**src/rtl/wb_stage.sv**
```systemverilog
// wb_stage: MEM/WB pipeline register, load extraction, writeback select and retire counter.
module wb_stage #(
    parameter int CNT_W = 32
) (
    input  logic             clk,
    input  logic             rst,
    input  logic             in_valid,
    input  logic             stall,
    input  logic             flush,
    input  logic [4:0]       rd_in,
    input  logic             regwrite_in,
    input  logic [1:0]       wb_sel,
    input  logic [2:0]       funct3,
    input  logic [1:0]       addr_lo,
    input  logic [31:0]      alu_result,
    input  logic [31:0]      mem_rdata,
    input  logic [31:0]      pc_plus4,
    output logic [4:0]       rd,
    output logic [31:0]      wd,
    output logic             regwrite,
    output logic             load_misalign,
    output logic [CNT_W-1:0] retire_count
);
    logic        v, regwrite_q, misalign_q;
    logic [4:0]  rd_q;
    logic [1:0]  wb_sel_q, addr_lo_q;
    logic [2:0]  funct3_q;
    logic [31:0] alu_q, mem_q, pc4_q, load;
    logic [7:0]  b;
    logic [15:0] h;

    always_ff @(posedge clk) begin
        if (rst) begin
            v            <= 1'b0;
            rd_q         <= '0;
            regwrite_q   <= 1'b0;
            wb_sel_q     <= '0;
            funct3_q     <= '0;
            addr_lo_q    <= '0;
            alu_q        <= '0;
            mem_q        <= '0;
            pc4_q        <= '0;
            retire_count <= '0;
        end else if (flush) begin
            v <= 1'b0;
        end else if (!stall) begin
            v            <= in_valid;
            rd_q         <= rd_in;
            regwrite_q   <= regwrite_in;
            wb_sel_q     <= wb_sel;
            funct3_q     <= funct3;
            addr_lo_q    <= addr_lo;
            alu_q        <= alu_result;
            mem_q        <= mem_rdata;
            pc4_q        <= pc_plus4;
            retire_count <= retire_count + CNT_W'(v);
        end
    end

    // funct3[1:0]: 00 byte, 01 half, else word; funct3[2] selects zero-extension
    always_comb begin
        b          = mem_q[{addr_lo_q, 3'b000} +: 8];
        h          = addr_lo_q[1] ? mem_q[31:16] : mem_q[15:0];
        load       = funct3_q[1:0] == 2'b00 ? {{24{b[7] & ~funct3_q[2]}}, b} :
                     funct3_q[1:0] == 2'b01 ? {{16{h[15] & ~funct3_q[2]}}, h} : mem_q;
        misalign_q = wb_sel_q == 2'b01 &&
                     (funct3_q[1:0] == 2'b01 ? addr_lo_q[0] :
                      funct3_q[1:0] != 2'b00 && addr_lo_q != 2'b00);
        wd         = wb_sel_q == 2'b00 ? alu_q :
                     wb_sel_q == 2'b01 ? load  :
                     wb_sel_q == 2'b10 ? pc4_q : 32'h0;
    end

    assign rd            = rd_q;
    assign regwrite      = v & regwrite_q & (rd_q != 5'd0) & ~misalign_q & ~stall;
    assign load_misalign = v & misalign_q;
endmodule

```
**config.mk**
```make
export PLATFORM = sky130hd
export DESIGN_NAME = wb_stage
export DESIGN_NICKNAME = d
export VERILOG_FILES = /design/src/rtl/wb_stage.sv
export SDC_FILE = /design/constraint.sdc
export NUM_CORES = 1
export LEC_CHECK = 0
export ABC_AREA = 1
export CORE_UTILIZATION = 48
export DETAILED_ROUTE_END_ITERATION = 12
export PLACE_DENSITY = 0.8
export SYNTH_ARGS = -nofsm -noshare
export SYNTH_HDL_FRONTEND = slang
export SYNTH_SLANG_ARGS = --single-unit
```
**constraint.sdc**
```tcl
create_clock -name clk -period 1.9 [get_ports clk]
set_clock_uncertainty 0.05 [all_clocks]
set_input_delay 0.38 -clock clk [delete_from_list [all_inputs] [get_ports clk]]
set_output_delay 0.38 -clock clk [all_outputs]
set_load 0.02 [all_outputs]
```
==> results of run 1 <==
## cells by family (layout without fill, tap and decap cells)
family	Yosys count	in the layout	synth area share
buffers and inverters	118	336	0.07135
AND/OR/NAND/NOR	479	479	0.3077
AO/OA/AOI/OAI	232	232	0.1800
adder cells (fa/ha/maj)	3	3	0.005678
flip-flops	142	142	0.4300
XOR/XNOR	4	4	0.005300
## power groups by stage
| stage | Combinational (mW) | Sequential [mW] | Clock [mW] |
|---|---|---|---|
| floorplan | 0.578 | 3.27 | 0 |
| global placement | 1.22 | 3.28 | 0 |
| detailed placement | 1.23 | 3.28 | 0 |
| CTS | 1.26 | 3.23 | 3.41 |
| global route | 1.43 | 3.25 | 3.53 |
| finish | 1.34 | 3.24 | 3.40 |
## stage by stage
step                hold WS, ns  std cells  total power, mW  instance area [um^2]  setup WS (ns)
floorplan                0.3848        978            3.850                  6611        0.04775
global placement         0.4015       1329            4.506                  8949        -0.4116
detailed placement       0.4121       1329            4.517                  8949        -0.4629
CTS                      0.4216       1366            7.898                  9622        -0.3383
global route             0.4474       1372            8.216                  9847        -0.4462
finish                   0.4262       1372            7.977                  9847        -0.3969
## worst reg2reg max path: stages, from the launching register on
cell and delay (ns):
dfxtp_2 0.38, ha_1 0.19, ha_1 0.20, nand3_2 0.14, nor2_8 0.13, nand3_4 0.13, nor2_4 0.21, nand3_1 0.09
nand2_1 0.07, inv_1 0.04, nor2_1 0.11
## final cells by class
cell class	instances	area, um^2	area share
flip-flops and latches	142	2853	0.2897
well taps	176	220.2	0.02236
clock inverters	14	167.7	0.01703
clock buffers	18	429.2	0.04358
repair buffers	245	2470	0.2508
inverters	59	246.5	0.02503
multi-input cells	718	3461	0.3515
## state kept, by name, summed over array words and instances, names as in the netlist
| signal | count |
|---|---|
| v | 1 |
| addr_lo_q | 2 |
| wb_sel_q | 2 |
| rd | 5 |
| retire_count | 32 |
| funct3_q | 3 |
| mem_q | 32 |
| regwrite_q | 1 |
| pc4_q | 32 |
| alu_q | 32 |
## routing by layer
layer / global-route usage / part of all wire / vias to the layer above
met1: 0.3841 / 0.42 / 3454
met4: 0.1320 / 0.037 / 0
met3: 0.06609 / 0.085 / 66
met2: 0.4648 / 0.46 / 364
met5: 0 / 0 / -
li1: - / - / 3627
## placed cells by master (no fill, tap or decap), types with 8 or more instances in the layout
cell type	netlist	routed
a21oi_2	0	9
buf_4	0	62
dfxtp_1	142	136
o21ai_0	128	124
dlymetal6s2s_1	0	13
buf_12	0	12
nor2_1	233	229
nand3_2	3	9
nor3_1	13	12
o21ai_1	33	36
a21oi_1	59	50
dlygate4sd2_1	0	11
clkbuf_16	0	18
inv_1	49	46
nor2_4	4	8
clkdlybuf4s50_1	0	126
buf_6	1	19
nand4_1	31	31
nand3_1	30	24
nand2_1	153	150
## worst paths after layout
check	cells after the start	slack, ns	endpoint	from
worst max-delay path	9	-0.40	wd[16]	funct3_q[0]
worst min-delay path	2	0.43	retire_count[6]	retire_count[6]
worst min register to register	2	0.43	retire_count[6]	retire_count[6]
worst max register to register	10	0.11	retire_count[26]	v
## what timing repair did
action,CTS,global route
pin swaps,8,17
gates cloned,1,2
resized for setup,210,58
endpoints found under the setup margin,45,53
setup buffers,4,5
==> impl_metrics.json, run 1 <==
{
  "ys_top_cells_by_count": "nor2_1, nand2_1, dfxtp_1",
  "synth_cell_type_count": 34,
  "relSlewSlack": 0.7728,
  "grt_pass1_wl_mm": 33.02,
  "coreArea_mm2": 0.01335,
  "arrival_ns": 1.87,
  "internal_power_mw": 5.837,
  "dieWidth_um": 119.4,
  "status": "finished, violations left",
  "grt_max_degree": 78,
  "setup_ws_ns": -0.3969,
  "holdBufCountCts": 0,
  "drv_slew": 0,
  "violations": "negative setup slack",
  "worstHoldPathType": "flip-flop to flip-flop",
  "syn_nets": 1095,
  "synth_cells": 978,
  "hold_viol": 0,
  "grt-ovfl-total": 0,
  "dieArea_mm2": 0.01425,
  "worstSetupStartpointType": "flip-flop",
  "vias_per_cell": 5.474,
  "tns_ns": -11.60,
  "fmax_ghz": 0.4354,
  "clk_pin_slew_worst_paths_ns": 0.06,
  "fill_cells": 1031,
  "crit_path_end_kind": "output pin",
  "power_density_mw_per_mm2": 810.1,
  "cp_num_buf_inv": 5,
  "yosysTopAreaCellShare": 0.4300,
  "finalSetupViolations": 34,
  "first_iter_violations": 863,
  "rsz0062_at_grt": "yes",
  "fp.dieH_um": 119.4,
  "swShare": 0.2682,
  "synth_top_cell_by_area": "dfxtp_1",
  "seqPwrFrac": 0.406,
  "async_reset_ff_frac": 0,
  "period_needed_ns": 2.297,
  "post-dp-hpwl_mm": 14.20,
  "diodes": 0,
  "start_util": 0.4953,
  "power_frac_clock": 0.427,
  "seq_area_frac_synth": 0.4300,
  "drc": 0,
  "yosys.cell_count.top_type": "nor2_1",
  "fin_crit_sh": 1.209,
  "vdd_drop_max_v": 0.0006561,
  "grtUsageTotal": 0.2946,
  "switching_power_mw": 2.140,
  "synth_ff_type": "dfxtp_1",
  "worstSetupPathType": "flip-flop to output pin",
  "synth_warnings": 0,
  "synth_edf_count": 0,
  "tightest_slew_ns": 0.3382,
  "synth_top_cells_by_area": "dfxtp_1, nor2_1, o21ai_0, nand2_1, a21oi_1",
  "io-pin-count": 185,
  "insertion_delay_ns": 0.43,
  "fin_util": 0.7377,
  "grt_pass1_vias": 6678,
  "syn_to_final_growth_pct": 48.94,
  "synth_seq_cells": 142,
  "antenna_found_initial": 0,
  "syn_avg_cell_area_um2": 6.760,
  "cts_made_buffers": 17,
  "clock_sinks": 142,
  "cap_violations": 0,
  "route.vias.total": 7511,
  "p_leak_nw": 4.352,
  "p_comb_frac": 0.168,
  "layout.nets": 1300,
  "finalWirelength_mm": 21.61,
  "cts_root_buf": "clkbuf_16",
  "clock_path_buffers": 2,
  "ant_nets": 0,
  "core.rowCount": 42,
  "cpPeakStageDelay_ns": 0.33,
  "wl_per_cell_um": 15.75,
  "required_ns": 1.47,
  "worstPathCellList": "inv_4 -> buf_6 -> nand2_8 -> nor3_4 -> nand4_1 -> buf_6 -> buf_12 -> nand4_1 -> buf_4",
  "crit_path_max_fanout": 12,
  "htree_levels": 4,
  "finalWeightedCongestion": 0.8947,
  "port_buffers": 184,
  "cts_tree": "yes",
  "crit_slowest_cell": "dfxtp_2",
  "crit_family": "buffers and inverters",
  "syn_area_mm2": 0.006611,
  "drive_gt1_frac": 0.1547,
  "dr.pass1.iters": 5
}
(Power assumes the default switching activity.)
==> run 2: changes to the inputs <==
--- a/config.mk
+++ b/config.mk
@@ -5,7 +5,6 @@
 export SDC_FILE = /design/constraint.sdc
 export NUM_CORES = 1
 export LEC_CHECK = 0
-export ABC_AREA = 1
 export CORE_UTILIZATION = 48
 export DETAILED_ROUTE_END_ITERATION = 12
 export PLACE_DENSITY = 0.8
==> impl_metrics.json, run 2 <==
{
  "synth_warnings": 0,
  "wl_per_cell_um": 18.74,
  "hold_viol": 0,
  "fill_cells": 773,
  "finalWeightedCongestion": 0.8930,
  "dieWidth_um": 120.1,
  "p_comb_frac": 0.155,
  "grtUsageTotal": 0.3330,
  "grt-ovfl-total": 0,
  "rsz0062_at_grt": "yes",
  "design_area_mm2": 0.01101,
  "synth_ff_type": "dfxtp_1",
  "finalWirelength_mm": 25.45,
  "dr.pass1.iters": 6,
  "crit_path_end_kind": "output pin",
  "vdd_drop_max_v": 0.0007202,
  "cts_tree": "yes",
  "power_mw": 7.690,
  "finalSetupViolations": 48,
  "syn_nets": 1008,
  "grt_pass1_vias": 7415,
  "violations": "negative setup slack",
  "ant_nets": 0,
  "post-dp-hpwl_mm": 15.76,
  "power_frac_clock": 0.436,
  "drc": 0,
  "regToRegSetupSlack_ns": -0.25,
  "syn_avg_cell_area_um2": 7.513,
  "cts_root_buf": "clkbuf_16",
  "fp.dieH_um": 120.1,
  "synth_seq_cells": 142,
  "final_cell_mix": "nand2_1, a21oi_1, buf_4",
  "worstSetupStartpointType": "flip-flop",
  "clock_sinks": 142,
  "route.vias.total": 7976,
  "drive_gt1_frac": 0.2809,
  "cap_violations": 0,
  "seqPwrFrac": 0.409,
  "grt_max_degree": 53,
  "layout.nets": 1286,
  "holdBufCountCts": 0,
  "diodes": 0,
  "clk_pin_slew_worst_paths_ns": 0.06,
  "crit_path_max_fanout": 8,
  "seq_area_frac_synth": 0.4247,
  "relSlewSlack": 0.6940,
  "synth_edf_count": 0,
  "status": "finished, violations left",
  "io-pin-count": 185,
  "period_needed_ns": 2.594,
  "coreArea_mm2": 0.01340,
  "holdPathStages": 2,
  "drv_slew": 0,
  "yosys.cell_count.top_type": "nand2_1",
  "tightest_slew_ns": 0.4589,
  "insertion_delay_ns": 0.43,
  "cts_made_buffers": 17,
  "async_reset_ff_frac": 0,
  "power_density_mw_per_mm2": 698.6,
  "syn_to_final_growth_pct": 64.45,
  "htree_levels": 4,
  "placed_cell_area_mm2": 0.009693,
  "final_common_cell": "nand2_1",
  "switching_power_mw": 1.997,
  "core.rowCount": 42,
  "ys_top_cells_by_count": "nand2_1, a21oi_1, dfxtp_1",
  "swShare": 0.2597,
  "synth_top_cells_by_area": "dfxtp_1, nand2_1, a21oi_1, mux2i_1, clkbuf_1",
  "fin_crit_sh": 1.365,
  "first_iter_violations": 968,
  "fmax_ghz": 0.3855,
  "clock_path_buffers": 2,
  "dieArea_mm2": 0.01442,
  "synth_cells": 891,
  "port_buffers": 184,
  "internal_power_mw": 5.693,
  "synth_top_cell_by_area": "dfxtp_1",
  "syn_area_mm2": 0.006694,
  "synth_cell_type_count": 43,
  "grt_pass1_wl_mm": 37.23,
  "required_ns": 1.47,
  "p_leak_nw": 4.324,
  "vias_per_cell": 5.873,
  "worstHoldPathType": "input port to flip-flop",
  "yosysTopAreaCellShare": 0.4247,
  "setup_ws_ns": -0.6939,
  "arrival_ns": 2.16,
  "reg2reg_depth": 6,
  "start_util": 0.4995,
  "antenna_found_initial": 0,
  "worstSetupPathType": "flip-flop to output pin"
}
## run 2: path summary, 6_finish.rpt
check | startpoint | end
max | addr_lo_q[0] | wd[26]
min | rst | retire_count[7]
max reg2reg | retire_count[3] | retire_count[12]
min reg2reg | alu_q[21] | alu_q[21]
## run 2: stage by stage
step,TNS [ns],utilization,instances,worst slack (ns),hold WS (ns)
final,-20.00,0.8215,1358,-0.6939,0.3356
after detailed placement,-31.38,0.7233,1297,-0.6751,0.3963
after global placement,-30.00,0.7233,1297,-0.6648,0.3908
after CTS,-19.44,0.7906,1349,-0.6785,0.3024
after global routing,-22.37,0.8215,1358,-0.7250,0.3413
after floorplan,-1.311,-,891,-0.1457,0.3857
## run 2: kinds of logic after synthesis
| family | Yosys count | synth area share |
|---|---|---|
| buf+inv | 73 | 0.04224 |
| simple gates | 396 | 0.2619 |
| xor+xnor | 8 | 0.01047 |
| mux | 45 | 0.07121 |
| compound gates | 224 | 0.1839 |
| flops | 142 | 0.4247 |
| fa+ha+maj | 3 | 0.005608 |
## run 2: layer usage
metal | global-route usage | part of all wire
met2 | 0.5431 | 0.48
met3 | 0.06226 | 0.086
met4 | 0.1461 | 0.035
met1 | 0.4269 | 0.40
met5 | 0 | 0
## run 2: critical path: stages, from the launching register on
cell and delay (ns):
dfxtp_2 0.34, mux4_2 0.54, nand2_4 0.10, nor3_4 0.07, clkbuf_16 0.18, or3_4 0.37, buf_6 0.14
## run 2: power by group through the flow
stage	clock network [mW]	registers [mW]	logic [mW]
2_1_floorplan	0	3.19	0.493
3_3_place_gp	0	3.19	1.06
3_5_place_dp	0	3.20	1.07
4_1_cts	3.34	3.14	1.11
5_1_grt	3.49	3.16	1.26
6_report	3.35	3.15	1.19
## run 2: cell type report
| cell class | count | area, um^2 | share of cell area |
|---|---|---|---|
| inverter | 3 | 11.26 | 0.001023 |
| clock inverter | 13 | 136.4 | 0.01239 |
| sequential | 142 | 2903 | 0.2637 |
| tap | 176 | 220.2 | 0.02000 |
| multi-input combinational | 677 | 4131 | 0.3753 |
| timing repair buffer | 328 | 3153 | 0.2864 |
| clock buffer | 19 | 452.9 | 0.04115 |
## run 2: repair_timing
item	CTS	global route
hold endpoints to repair	0	0
setup endpoints to repair	82	57
gates resized for setup	264	78
pin swaps	34	37
cloned	1	1
setup buffers	19	12
